<file path="src/rtl/pool_ctrl.sv">
// Sequencer for 2x2 max-pooling over one SRAM-resident feature map: issues window
// reads in 6-cycle frames, captures the pooled result and writes it to the output map.
module pool_ctrl #(
  parameter int DATA_W = 32,
  parameter int ADDR_W = 16,
  parameter int DIM_W  = 8
) (
  input  logic              clk,
  input  logic              rst,
  input  logic              start,
  input  logic [DIM_W-1:0]  in_width,
  input  logic [DIM_W-1:0]  in_height,
  input  logic [ADDR_W-1:0] in_base,
  input  logic [ADDR_W-1:0] out_base,
  output logic              busy,
  output logic              done,
  output logic              ifm_rd_en,
  output logic [ADDR_W-1:0] ifm_addr,
  output logic              pool_en,
  input  logic [DATA_W-1:0] pool_result,
  output logic              ofm_wr_en,
  output logic [ADDR_W-1:0] ofm_addr,
  output logic [DATA_W-1:0] ofm_wdata
);
  typedef enum logic [1:0] {IDLE, RUN, FLUSH, DONE} state_t;
  localparam logic [DIM_W-1:0] ONE_D = DIM_W'(1);

  state_t            state;
  logic [ADDR_W-1:0] wid, row_ptr, col_off, out_ptr;
  logic [DIM_W-1:0]  ow, oh, c_cnt, r_cnt;
  logic [2:0]        phase, np;
  logic              col_last, win_last;
  logic [ADDR_W-1:0] nxt_row, nxt_col, rd_addr;

  // row_ptr tracks in_base + 2r*W and col_off tracks 2c, so no multiplier is needed
  always_comb begin
    col_last = (c_cnt == ow - ONE_D);
    win_last = col_last && (r_cnt == oh - ONE_D);
    np       = (phase == 3'd5) ? 3'd0 : phase + 3'd1;
    nxt_row  = col_last ? row_ptr + {wid[ADDR_W-2:0], 1'b0} : row_ptr;
    nxt_col  = col_last ? '0 : col_off + ADDR_W'(2);
    if (phase == 3'd5)
      rd_addr = nxt_row + nxt_col;
    else
      rd_addr = row_ptr + col_off + (np[1] ? wid : '0) + ADDR_W'(np[0]);
  end

  always_ff @(posedge clk or posedge rst) begin
    if (rst) begin
      state     <= IDLE;
      wid       <= '0;
      row_ptr   <= '0;
      col_off   <= '0;
      out_ptr   <= '0;
      ow        <= '0;
      oh        <= '0;
      c_cnt     <= '0;
      r_cnt     <= '0;
      phase     <= '0;
      busy      <= 1'b0;
      done      <= 1'b0;
      ifm_rd_en <= 1'b0;
      ifm_addr  <= '0;
      pool_en   <= 1'b0;
      ofm_wr_en <= 1'b0;
      ofm_addr  <= '0;
      ofm_wdata <= '0;
    end else begin
      ofm_wr_en <= 1'b0;
      done      <= 1'b0;
      case (state)
        IDLE: if (start) begin
          wid     <= ADDR_W'(in_width);
          ow      <= in_width >> 1;
          oh      <= in_height >> 1;
          c_cnt   <= '0;
          r_cnt   <= '0;
          row_ptr <= in_base;
          col_off <= '0;
          out_ptr <= out_base;
          phase   <= '0;
          busy    <= 1'b1;
          // degenerate maps skip RUN entirely; FLUSH then carries no write
          if (in_width[DIM_W-1:1] == '0 || in_height[DIM_W-1:1] == '0) begin
            state <= FLUSH;
          end else begin
            state     <= RUN;
            pool_en   <= 1'b1;
            ifm_rd_en <= 1'b1;
            ifm_addr  <= in_base;
          end
        end
        RUN: begin
          if (phase == 3'd5) begin
            ofm_wdata <= pool_result;
            ofm_wr_en <= 1'b1;
            ofm_addr  <= out_ptr;
            out_ptr   <= out_ptr + ADDR_W'(1);
            phase     <= '0;
            if (win_last) begin
              state     <= FLUSH;
              pool_en   <= 1'b0;
              ifm_rd_en <= 1'b0;
            end else begin
              c_cnt     <= col_last ? '0 : c_cnt + ONE_D;
              r_cnt     <= col_last ? r_cnt + ONE_D : r_cnt;
              row_ptr   <= nxt_row;
              col_off   <= nxt_col;
              ifm_rd_en <= 1'b1;
              ifm_addr  <= rd_addr;
            end
          end else begin
            phase     <= np;
            ifm_rd_en <= (phase < 3'd3);
            if (phase < 3'd3) ifm_addr <= rd_addr;
          end
        end
        FLUSH: begin
          state <= DONE;
          busy  <= 1'b0;
          done  <= 1'b1;
        end
        default: state <= IDLE;
      endcase
    end
  end
endmodule

</file>
<file path="config.mk">
export PLATFORM = sky130hd
export DESIGN_NAME = pool_ctrl
export DESIGN_NICKNAME = d
export VERILOG_FILES = /design/src/rtl/pool_ctrl.sv
export SDC_FILE = /design/constraint.sdc
export NUM_CORES = 1
export LEC_CHECK = 0
export CAP_MARGIN = 10
export CORE_ASPECT_RATIO = 0.75
export CORE_MARGIN = 2
export CORE_UTILIZATION = 60
export CTS_CLUSTER_SIZE = 25
export DETAILED_ROUTE_END_ITERATION = 6
export DONT_BUFFER_PORTS = 1
export PLACE_DENSITY = 0.76
export SETUP_SLACK_MARGIN = 0.3
export SLEW_MARGIN = 0
export SYNTH_ARGS = -nofsm -noshare
export SYNTH_HDL_FRONTEND = slang
export SYNTH_SLANG_ARGS = --single-unit
</file>
<file path="constraint.sdc">
create_clock -name clk -period 12.05 [get_ports clk]
set_input_delay 2.41 -clock clk [delete_from_list [all_inputs] [get_ports clk]]
set_output_delay 2.41 -clock clk [all_outputs]
set_load 0.01 [all_outputs]
</file>
**Word-level counts from Yosys, hierarchy flattened**

Index checks and enable logic that the tools add are counted.

- Flip-flop bits (word level): 160
- Input port bits: 83
- Output and inout bits: 69
- Word-level logic and storage cells: 114

- $add $sub $neg: 12
- $lt $le $gt $ge: 1
- Equal/unequal tests: 13
- Mux-type cells: 52
- Reduce and logical (&&, ||, !) cells: 18

Operator list:

| operator | count |
|---|---|
| 16-bit 2-to-1 mux | 16 |
| 16-bit one-hot mux with 2 select lines | 4 |
| 8-bit 2-to-1 mux | 8 |
| 16-bit adder | 2 |
| 8-bit one-hot mux with 2 select lines | 2 |
| 16-bit by 1-bit adder with 16-bit output | 1 |
| 16-bit by 1-bit adder with 16-bit output, second input constant | 1 |
| 16-bit by 2-bit adder with 16-bit output, second input constant | 1 |
| 16-bit by 8-bit adder with 16-bit output | 1 |
| 16-bit by 9-bit adder with 16-bit output | 1 |
| 8-bit by 1-bit adder with 8-bit output, second input constant | 2 |
| 8-bit == test | 2 |
| 7-bit by 1-bit subtractor with 8-bit output, second input constant | 2 |
| 5-bit AND reduction | 3 |
| 7-bit logical NOT | 2 |
| 2-bit != test, second input constant | 6 |
| 1-bit 2-to-1 mux | 10 |
| 3-bit 2-to-1 mux | 3 |
| 3-bit AND reduction | 3 |
| 2-bit 2-to-1 mux | 4 |
| 2-bit AND reduction | 4 |
| 3-bit != test, second input constant | 2 |
| 1-bit one-hot mux with 2 select lines | 3 |
| 2-bit one-hot mux with 3 select lines | 1 |
| 11 further kinds | 12 |

**Depth between registers and ports, before layout**

Gate-level depths: netlist of run 1.

- Depth in word-level cells: 9
- Mapped depth: 23

**Worst setup path after synthesis of run 1**

OpenSTA, ideal clock, no wires.

- Path kind: register -> register
- Start point: register ow[2]
- End point: register ifm_addr[14]
- Library setup time: 0.122 ns
- Data arrival time: 5.066 ns
- Required time: 11.928 ns
- Path slack: 6.862 ns
- Cell stages (with the launch flop): 21
- Clock period less this slack: 5.188 ns
- Cell sequence: dfrtp_1 or3_1 or4_4 a211oi_4 nand3_2 clkbuf_1 clkbuf_1 and2_1 ha_1 fa_1 a21o_1 maj3_1 o21ai_0 mux2i_1 o311a_1 a32o_1 a32oi_1 o21ai_1 xor2_1 a21oi_1 a21oi_1

- Word-level cells in the longest chain between the ends: 8

Ends and longest elaborated chain:

| element | line | source |
|---|---|---|
| start: declaration | 30 | `logic [DIM_W-1:0] ow, oh, c_cnt, r_cnt;` |
| start signal: assignment | 74 | `ow <= in_width >> 1;` |
| 7-bit by 1-bit subtractor with 8-bit output * | 37 | `col_last = (c_cnt == ow - ONE_D);` |
| 8-bit == test * | 37 |  |
| 16-bit 2-to-1 mux, on equally long branches | 40, 41 |  |
| 16-bit adder | 43 | `rd_addr = nxt_row + nxt_col;` |
| 16-bit 2-to-1 mux | 42 | `if (phase == 3'd5)` |
| 16-bit 2-to-1 mux, on equally long branches | 115, 100 |  |
| 16-bit 2-to-1 mux | 94 | `if (phase == 3'd5) begin` |
| 16-bit one-hot mux with 2 select lines | 71 | `case (state)` |
| end signal: assignment | 90 | `ifm_addr <= in_base;` |
| end signal: assignment | 110 | `ifm_addr <= rd_addr;` |
| end signal: assignment | 115 | `if (phase < 3'd3) ifm_addr <= rd_addr;` |
| end: declaration | 18 | `output logic [ADDR_W-1:0] ifm_addr,` |

Mark *: on every way between the ends. The rest lies on a longest branch, timed or not. The select of a mux whose other input is x is not followed.
A chain may end at the register's enable or synchronous reset.

**Worst setup path after layout of run 1**

- Start point: register ow[0]
- End point: register ifm_addr[14]

The elaborated chain is that of the path after synthesis.

==> results of run 1 <==
## critical path: cells and delay by family, from the launching register on
family | cells | cell delay, ns
fa+ha+maj | 4 | 1.33
buf+inv | 1 | 0.16
flops | 1 | 0.51
simple gates | 4 | 1.55
compound gates | 9 | 2.12
mux | 1 | 0.10
xor+xnor | 1 | 0.16
## layer usage
layer / routed length, µm / GRT usage
met1: 11900 / 0.416
met2: 11700 / 0.450
met3: 2150 / 0.0799
met4: 231 / 0.0728
met5: 0 / 0
## worst min path at each step
stage           startpoint      endpoint  slack [ns]  cells past startpoint
2_1_floorplan   out_ptr[1]    out_ptr[1]        0.49                      2
5_1_grt        out_ptr[15]  ofm_addr[15]        0.57                      1
3_3_place_gp   out_ptr[15]  ofm_addr[15]        0.52                      1
6_report       out_ptr[15]  ofm_addr[15]        0.54                      1
3_5_place_dp   out_ptr[15]  ofm_addr[15]        0.53                      1
4_1_cts        out_ptr[15]  ofm_addr[15]        0.55                      1
## logic make-up after synthesis
| group | share of synthesized area |
|---|---|
| mux | 0.0787 |
| buf+inv | 0.0369 |
| xor+xnor | 0.0685 |
| flops | 0.375 |
| simple gates | 0.169 |
| compound gates | 0.187 |
| fa+ha+maj | 0.0842 |
## stage by stage
| step | hold WS [ns] | instances | worst slack, ns | total power [W] | utilization |
|---|---|---|---|---|---|
| final | 0.543 | 1307 | 6.01 | 0.00108 | 0.653 |
| after global routing | 0.574 | 1307 | 5.70 | 0.00112 | 0.653 |
| after CTS | 0.545 | 1307 | 6.10 | 0.00109 | 0.653 |
| after detailed placement | 0.531 | 1276 | 6.14 | 0.000555 | 0.619 |
| after global placement | 0.518 | 1276 | 6.23 | 0.000554 | 0.619 |
| after floorplan | 0.494 | 1106 | 5.52 | 0.000550 | - |
## cell type report
cell class / count / area, µm² / area share
Clock inverter: 12 / 140 / 0.0128
Inverter: 42 / 163 / 0.0149
Tap cell: 215 / 269 / 0.0246
Multi-Input combinational cell: 858 / 6020 / 0.551
Sequential cell: 153 / 3830 / 0.350
Timing Repair Buffer: 8 / 60.1 / 0.00550
Clock buffer: 19 / 443 / 0.0405
## where the power goes
| group | switching [W] | total (W) | leakage, nW | internal (W) |
|---|---|---|---|---|
| Combinational | 0.0000121 | 0.0000177 | 2.80 | 0.00000558 |
| Sequential | 0.00000697 | 0.000527 | 1.93 | 0.000520 |
| Clock | 0.000228 | 0.000540 | 0.282 | 0.000313 |
| Total | 0.000247 | 0.00108 | 5.01 | 0.000838 |
## registers in the layout, indices dropped and copies added (netlist names), 2 cells and up, named ones only
register,flops
phase,3
ow,7
c_cnt,8
ofm_wdata,32
ofm_addr,16
state,2
out_ptr,16
ifm_addr,16
col_off,16
r_cnt,8
oh,7
row_ptr,13
## placed cells by master (no fill, tap or decap), types with 39 or more instances in the layout
cell type and instances:
a21oi_1 66, o21ai_0 84, nand3_1 39, nor2_1 78, xnor2_1 48, mux2_2 57, dfrtp_1 153, inv_1 41
nand2_1 115, ha_1 46
==> impl_results.md, run 1 <==
- Number of global-route vias before repair: 8015
- Largest net degree at the start of global routing: 87
- Count leader, synth: dfrtp_1
- Boundary pin count: 152
- Count of final hold-check violations: 0
- Post-Syn Area: 0.0102 mm²
- Critical path fanouts, max: 28
- Die footprint: 0.0181 mm²
- Syn Inst Count: 1106
- Num CTS Buffers: 17
- R2R depth: 20
- Drt first pass iters: 6
- Core area: 0.0167 mm²
- Clock buffer depth: 2
- Hold buffers post-CTS: 0
- Remaining DRCs: 0
- First-pass GRT wire length: 41.9 mm
- Share of post-route cells with drive strength above 1: 0.111
- CTS Root Cell: clkbuf_16
- CTS tree: yes
- Final Cycle Share: 0.501
- Filler cells: 1363
- CP Capture Point: ifm_addr[14]
- Post-DP HPWL: between 15 and 20 mm
- Antenna violations before repair: 0
- Placed cell area: 0.0103 mm²
- GRT Total Usage: 0.293
- Final count of pins violating max slew: 0
- Die height: 117 µm
- CTS sink cnt: 153
- Layout area overhead: 7.17%
- Via count: 8373
- Maximum Capacitance Violations: 0
- Setup TNS: 0 ns
- Post_cts resized: 0
- H-tree levels: 4
- Fin nets: 1221
- Most instantiated cells after synthesis: dfrtp_1, nand2_1, o21ai_0, nor2_1, a21oi_1
- Final ANT Viol Nets: 0
- Hold crit path type: register to register
- Synthesis-stage register bit count: 153
- CP startpoint: ow[0]
- Dominant cells by area after synthesis: dfrtp_1, mux2_2, ha_1
- Total grt overflow: 0
- # setup viols final: 0
- Post-synth EDFFs: 0
- Starting Density: 0.610
- Leak: ~5.0 nW
- Share of synthesized flip-flops with an asynchronous set or reset: 1.00
- Peak supply drop: between 0.00008 and 0.00009 V
- Power Dens Cells: about 99 mW/mm²
- Post-synthesis cell type count: 79
- Seq/Total Area, Yosys: 0.375
- Initial drt markers: 730
- YS warnings: 0
- WP data required: 12.36 ns
- Max incr delay on CP: between 0.6 and 0.7 ns
- Syn nets: 1247
- Post-synth top flop: dfrtp_1
- CP max stage cell: nand3_2
- Worst reg2reg setup slack: 6.01 ns
- Chip width: 155 µm
- Critical path class: register to register
- Post-synth top area cell: dfrtp_1
- Worst path arrival time: 6.35 ns
- Clock slew at reported path FFs: 0.07 ns
- # port buffers: 0
- Fin area: roughly 0.011 mm²
- RSZ-0062 raised after global routing: false
- Antenna cells: 0
- Crit path capture type: register
- Total wire length: 26.0 mm
- Highest clock rate: 166 MHz
- R2r endpoint: ifm_addr[14]
- Cell Rows: between 40 and 50
- Top cell type's share of synthesized area: 0.375
- Post-Syn Area per Cell: approximately 9.2 µm²
- CP Cell Sequence: inv_1 > ha_1 > nor2b_1 > or3_1 > a31oi_2 > nand3_2 > and2_1 > ha_1 > fa_1 > a21o_1 > maj3_1 > o21ai_0 > mux2i_1 > o311a_1 > a32o_1 > a32oi_1 > o21ai_1 > xor2_1 > a21oi_1 > a21oi_1
- Clock Latency Late Sink: around 0.42 ns
- Wire per inst: 19.9 µm
- Gpl congestion: between 0.9 and 1
- Vias per cell: 6.41
- Crit path time final: 6.04 ns
- Reg2Reg Launch Point: ow[0]
- Skew final: 0.0111 ns
- Relative slew slack: 0.206
- Worst Tran Pin Value: ~1.2 ns
- Status: finished clean
- Critical Path Start Type: register
- Postcts setup bufs: 0
Power figures use the tool's default switching activity.
==> run 2: changes to the inputs <==
clock period = 5.77 ns   (was 12.05 ns; I/O delays follow)
==> run 2 against run 1 <==
Compared with the run above:
- power is 120% higher
- register-to-register slack worse by 5.4 ns
- sequential share of layout area decreased by 0.40 points
- final area is 1.2% higher
- via count grew 0.64%
- clock-buffer cell count is 2 lower
- hold slack improved by 0.0010 ns
- sequential power up 110%
- fmax up 17%
- largest power group unchanged
- clock power increased by 120%
- worst setup slack got worse by 5.4 ns
- first-iteration DRC count rose by 12%
==> impl_results.md, run 2 (same netlist as run 1, synthesis figures left out) <==
- Status: finished clean
- Chip width: 155 µm (unchanged)
- Gpl congestion: 0.909 (+0.13%)
- Fin area: 0.0111 mm² (+1.2%)
- Num CTS Buffers: 17 (unchanged)
- Vias per cell: 6.40 (about the same)
- Relative slew slack: 0.287 (+0.0811)
- Filler cells: 1328 (-2.6%)
- Sw frac: 0.234 (+0.00664)
- Pint: 0.00180 W (+110%)
- Clock slew at reported path FFs: 0.07 ns (about the same)
- CP Cell Sequence: inv_1 > ha_1 > nor2b_1 > or3_1 > a31oi_4 > nand3_4 > and2_1 > ha_1 > fa_1 > a21o_1 > maj3_1 > o21ai_0 > mux2i_1 > o311a_1 > a32o_1 > a32oi_1 > o21ai_1 > xor2_1 > a21oi_1 > a21oi_1
- CP max stage cell: dfrtp_2
- # port buffers: 0 (unchanged)
- CP bufs+invs: 1 (unchanged)
- Crit-path leading delay family: compound AO/OA/AOI/OAI gates
- Reg2Reg Launch Point: ow[0]
- Crit path capture type: register
- Critical path fanouts, max: 12 (-57%)
- CTS tree: yes
- # setup viols final: 0 (unchanged)
- First-pass GRT wire length: 41.2 mm (-1.7%)
- R2R depth: 20 (unchanged)
- Total grt overflow: 0 (unchanged)
- Via count: 8427 (+0.64%)
- Critical path class: register to register
- Worst Tran Pin Value: 1.07 ns (-0.117 ns)
- Starting Density: 0.610 (unchanged)
- Core area: 0.0167 mm² (unchanged)
- Clock buffer depth: 2 (unchanged)
- Final Cycle Share: 0.897 (+0.396)
- Maximum Capacitance Violations: 0 (unchanged)
- CTS Root Cell: clkbuf_16
- R2r endpoint: ifm_addr[14]
- Max reg flops: 32 (unchanged)
- P_sw: 0.000549 W (+120%)
- Antenna violations before repair: 1 (+1)
- Hold buffers post-CTS: 0 (unchanged)
- Clock Latency Late Sink: 0.44 ns (+0.02 ns)
- Crit path time final: 5.18 ns (-0.864 ns)
- WP data required: 6.09 ns (-6.27 ns)
- H-tree levels: 4 (unchanged)
- Top reg by flops: ofm_wdata
- Total wire length: 26.2 mm (+0.68%)
- Worst reg2reg setup slack: 0.59 ns (-5.42 ns)
- Worst path arrival time: 5.50 ns (-0.85 ns)
- Util after Layout: 0.661 (+0.00786)
- Critical Path Start Type: register
- Placed cell area: 0.0104 mm² (+0.29%)
- Sequential fraction of design power: 0.469 (-0.017)
- CTS sink cnt: 153 (unchanged)
- Highest clock rate: 193 MHz (+17%)
- Fin nets: 1227 (+0.49%)
- Share of post-route cells with drive strength above 1: 0.119 (+0.00839)
- Initial drt markers: 821 (+12%)
- Die height: 117 µm (unchanged)
- Wire per inst: 19.9 µm (about the same)
- Count of final hold-check violations: 0 (unchanged)
- Number of global-route vias before repair: 7857 (-2.0%)
- Remaining DRCs: 0 (unchanged)
- Min-delay src: ifm_addr[10]
- Die footprint: 0.0181 mm² (unchanged)
- Post-DP HPWL: 18.4 mm (about the same)
- Boundary pin count: 152 (unchanged)
- Peak supply drop: 0.000195 V (+130%)
- GRT Total Usage: 0.289 (-0.00358)
- Final ANT Viol Nets: 0 (unchanged)
- Leak: 5.07 nW (+1.3%)
- Power Dens Cells: 212 mW/mm² (+110%)
- Largest net degree at the start of global routing: 83 (-4.6%)
- Skew final: 0.00903 ns (-0.00209 ns)
- Layout area overhead: 8.45%
- Cell Rows: 41 (unchanged)
- Drt first pass iters: 5 (-1)
- Hold Crit Depth: 2 (+1)
- Logic pwr share: 0.016 (about the same)
- Final count of pins violating max slew: 0 (unchanged)
- Setup TNS: 0 ns (unchanged)
- Max incr delay on CP: 0.45 ns (-0.17 ns)
- Hold EP: ifm_addr[10]
- Most common cell after layout, fill and taps aside: dfrtp_1
- Clock Power Share: 0.515 (+0.017)
- RSZ-0062 raised after global routing: false
- Hold crit path type: register to register
- Commonest cells after routing, fill and taps aside: dfrtp_1, nand2_1, o21ai_0
[run 2: power by group through the flow]
stage | sequential, W | clock, W | combinational, W
2_1_floorplan | 0.00112 | 0 | 0.0000303
3_3_place_gp | 0.00112 | 0 | 0.0000382
3_5_place_dp | 0.00112 | 0 | 0.0000397
4_1_cts | 0.00110 | 0.00122 | 0.0000398
5_1_grt | 0.00110 | 0.00127 | 0.0000443
6_report | 0.00110 | 0.00121 | 0.0000375
[run 2: cell type report]
cell class              count  area, µm²  area share
well taps                 215        269      0.0243
multi-input cells         858       6050       0.547
clock buffers              17        425      0.0385
diodes                      2       5.00    0.000453
clock inverters            15        203      0.0183
flip-flops and latches    153       3830       0.346
repair buffers             14        118      0.0106
inverters                  42        163      0.0147
[run 2: through the flow]
| step | total power, W | hold slack [ns] | setup WS (ns) | cells |
|---|---|---|---|---|
| finish | 0.00235 | 0.544 | 0.591 | 1316 |
| global route | 0.00242 | 0.569 | 0.329 | 1315 |
| CTS | 0.00236 | 0.544 | 0.322 | 1312 |
| detailed placement | 0.00116 | 0.523 | 0.364 | 1280 |
| global placement | 0.00116 | 0.518 | 0.448 | 1280 |
| floorplan | 0.00115 | 0.494 | 0.495 | 1106 |
[run 2: worst max path at each step]
stage / from / end / slack [ns] / depth (start not counted)
2_1_floorplan: rst / asynchronous set/reset pin / 0.49 / 1
3_3_place_gp: ow[0] / ifm_addr[14] / 0.45 / 20
3_5_place_dp: ow[0] / ifm_addr[14] / 0.36 / 20
4_1_cts: ow[0] / ifm_addr[14] / 0.32 / 20
5_1_grt: ow[1] / ifm_addr[14] / 0.33 / 20
6_report: ow[0] / ifm_addr[14] / 0.59 / 20
[run 2: what timing repair did]
item / 4_1_cts / 5_1_grt
setup buffers: 0 / 1
hold endpoints to repair: 0 / 0
resized for setup: 0 / 4
endpoints found under the setup margin: 0 / 5
[run 2: routing by layer]
| layer | part of all wire | global-route usage |
|---|---|---|
| met2 | 0.45 | 0.428 |
| met3 | 0.073 | 0.0707 |
| met5 | 0 | 0 |
| met4 | 0.017 | 0.0914 |
| met1 | 0.46 | 0.422 |
[run 2: worst reg2reg max path: stages (launching register included)]
cell and delay, ns:
dfrtp_2 0.45, inv_1 0.11, ha_1 0.27, nor2b_1 0.15, or3_1 0.39, a31oi_4 0.32
nand3_4 0.21, and2_1 0.22, ha_1 0.21, fa_1 0.41, a21o_1 0.19, maj3_1 0.41
o21ai_0 0.11, mux2i_1 0.10, o311a_1 0.38, a32o_1 0.29, a32oi_1 0.33, o21ai_1 0.13
xor2_1 0.15, a21oi_1 0.15, a21oi_1 0.08
==> run 3: changes to the inputs <==
--- a/config.mk
+++ b/config.mk
@@ -6,6 +6,5 @@
 export NUM_CORES = 1
 export LEC_CHECK = 0
-export CAP_MARGIN = 10
-export CORE_ASPECT_RATIO = 0.75
+export CAP_MARGIN = 40
 export CORE_MARGIN = 2
 export CORE_UTILIZATION = 60
==> constraint.sdc (replaced) <==
create_clock -name clk -period 5.77 [get_ports clk]
set_input_delay 0.577 -clock clk [delete_from_list [all_inputs] [get_ports clk]]
set_output_delay 0.577 -clock clk [all_outputs]
set_load 0.01 [all_outputs]
==> run 3 against run 2 <==
Compared with the run above:
- core utilization grew 0.84 points
- combinational power grew 8.3%
- clock power shrank 5%
- sequential power is essentially flat
==> impl_results.md, run 3 (same netlist as run 1, synthesis figures left out) <==
- Chip width: 134 µm (-13%)
- Critical Path Start Type: register
- Fin area: 0.0111 mm² (+0.42%)
- Top layer in use: met4
- Post-DP HPWL: 18.5 mm (+0.39%)
- Boundary pin count: 152 (unchanged)
- Crit path capture type: register
- Final Cycle Share: 0.922 (+0.0247)
- Final ANT Viol Nets: 0 (unchanged)
- Num CTS Buffers: 17 (unchanged)
- Clock slew at reported path FFs: 0.08 ns (about the same)
- Wire per inst: 19.4 µm (-2.4%)
- Leak: 5.09 nW (+0.27%)
- CTS tree: yes
- Commonest cells after routing, fill and taps aside: dfrtp_1, nand2_1, o21ai_0
- Status: finished clean
- Starting Density: 0.615 (+0.00515)
- Placed cell area: 0.0105 mm² (+0.74%)
- M1 WL: 11.2 mm (-8.0%)
- Top reg by flops: ofm_wdata
- Drt first pass iters: 5 (unchanged)
- Die height: 134 µm (+15%)
- Highest clock rate: 188 MHz (-2.7%)
- Worst Tran Pin Value: 0.858 ns (-0.211 ns)
- Crit path time final: 5.32 ns (+0.143 ns)
- # setup viols final: 0 (unchanged)
- First-pass GRT wire length: 41.1 mm (-0.27%)
- Most common cell after layout, fill and taps aside: dfrtp_1
- Maximum Capacitance Violations: 0 (unchanged)
- Critical path fanouts, max: 12 (unchanged)
- Peak supply drop: 0.000284 V (+46%)
- Setup TNS: 0 ns (unchanged)
- Count of final hold-check violations: 0 (unchanged)
- Die footprint: 0.0181 mm² (about the same)
- Share of post-route cells with drive strength above 1: 0.119 (-0.000217)
- Hold crit path type: primary input to register
- Clock buffer depth: 2 (unchanged)
- Cell Rows: 47 (+15%)
- GRT Total Usage: 0.288 (-0.000778)
- Critical path class: register to register
- Max reg flops: 32 (unchanged)
- Largest net degree at the start of global routing: 86 (+3.6%)
- Final count of pins violating max slew: 0 (unchanged)
- Skew final: 0.0146 ns (+0.00561 ns)
- Vias per cell: 6.30 (-1.6%)
- Core area: 0.0166 mm² (-0.84%)
- Fin nets: 1229 (+0.16%)
- Total wire length: 25.7 mm (-2.0%)
- Power Dens Cells: 206 mW/mm² (-2.9%)
- H-tree levels: 4 (unchanged)
- DR WL met3: 1.81 mm (-5.7%)
- Via count: 8331 (-1.1%)
- Total grt overflow: 0 (unchanged)
- RSZ-0062 raised after global routing: false
- Placed Instances: 1288 (+0.63%)
- CTS Root Cell: clkbuf_16
- Clock Latency Late Sink: 0.44 ns (about the same)
- Relative slew slack: 0.426 (+0.139)
- Layout area overhead: 8.91%
- # port buffers: 0 (unchanged)
- Gpl congestion: 0.931 (+2.5%)
- Met2 Wirelength: 12.2 mm (+4.8%)
- Antenna violations before repair: 1 (unchanged)
- Postcts setup bufs: 0 (unchanged)
- Worst path arrival time: 5.64 ns (+0.14 ns)
- Fin cells: 1322 (+0.46%)
- Initial drt markers: 644 (-22%)
- WP data required: 6.09 ns (about the same)
- CTS sink cnt: 153 (unchanged)
- Remaining DRCs: 0 (unchanged)
- Number of global-route vias before repair: 8015 (+2.0%)
-- run 3: changes by cell type in the layout (fill, tap and decap cells not counted), sizes merged --
cell | previous run | this run
bufinv | 3 | 0
clkinvlp | 1 | 0
diode | 2 | 1
dlygate4sd3 | 0 | 1
clkinv | 2 | 9
buf | 14 | 15
inv | 51 | 48
-- run 3: per-stage QoR --
stage	hold WS, ns	total power, W	worst slack (ns)	util
after floorplan	0.494	0.00115	0.582	-
after global placement	0.524	0.00116	0.454	0.626
after detailed placement	0.357	0.00116	0.374	0.630
after CTS	0.245	0.00231	0.334	0.668
after global routing	0.253	0.00236	0.292	0.670
final	0.252	0.00229	0.449	0.670
-- run 3: area by class of cell --
type / instances / area [µm²]
clock buffer: 17 / 425
multi-input combinational: 858 / 6050
tap: 220 / 275
antenna: 1 / 2.50
timing repair buffer: 16 / 170
fill: 1319 / 5480
clock inverter: 15 / 194
sequential: 153 / 3830
inverter: 42 / 163
-- run 3: worst paths after layout --
path | start | to | slack, ns | depth (start not counted)
max in group asynchronous | rst | row_ptr[11] | 3.85 | 4
worst min-delay path | in_height[1] | oh[0] | 0.25 | 2
worst max-delay path | ow[2] | ifm_addr[14] | 0.45 | 18
worst min register to register | col_off[0] | col_off[0] | 0.54 | 1
worst max register to register | ow[2] | ifm_addr[14] | 0.45 | 18
min in group asynchronous | rst | ofm_wdata[27] | 0.53 | 2
-- run 3: per-layer routing --
layer  GRT usage  up-vias
met1       0.391     4020
li1            -     3950
met4      0.0942        0
met2       0.460      326
met3      0.0673       35
met5           0        -
-- run 3: report_power, final --
group          leakage [nW]  switching [W]  internal [W]
registers              1.93      0.0000152       0.00108
logic                  2.86      0.0000266     0.0000140
clock network         0.299       0.000555      0.000592
total                  5.09       0.000597       0.00169
-- run 3: worst max-delay path, cell delays in order (launching register included) --
cell      delay, ns
dfrtp_1        0.50
or3_1          0.43
or4_4          0.44
a211oi_4       0.45
nand3_4        0.23
and2_1         0.22
ha_1           0.21
fa_1           0.41
a21o_1         0.20
maj3_1         0.41
o21ai_0        0.10
mux2i_1        0.09
o311a_1        0.36
a32o_1         0.28
a32oi_1        0.32
o21ai_1        0.14
xor2_1         0.15
a21oi_1        0.17
a21oi_1        0.08
-- run 3: timing repair --
| action | 4_1_cts | 5_1_grt |
|---|---|---|
| resized for setup | 0 | 3 |
| endpoints found under the setup margin | 0 | 2 |
| endpoints found under the hold margin | 12 | 0 |
| hold buffers | 1 | 0 |
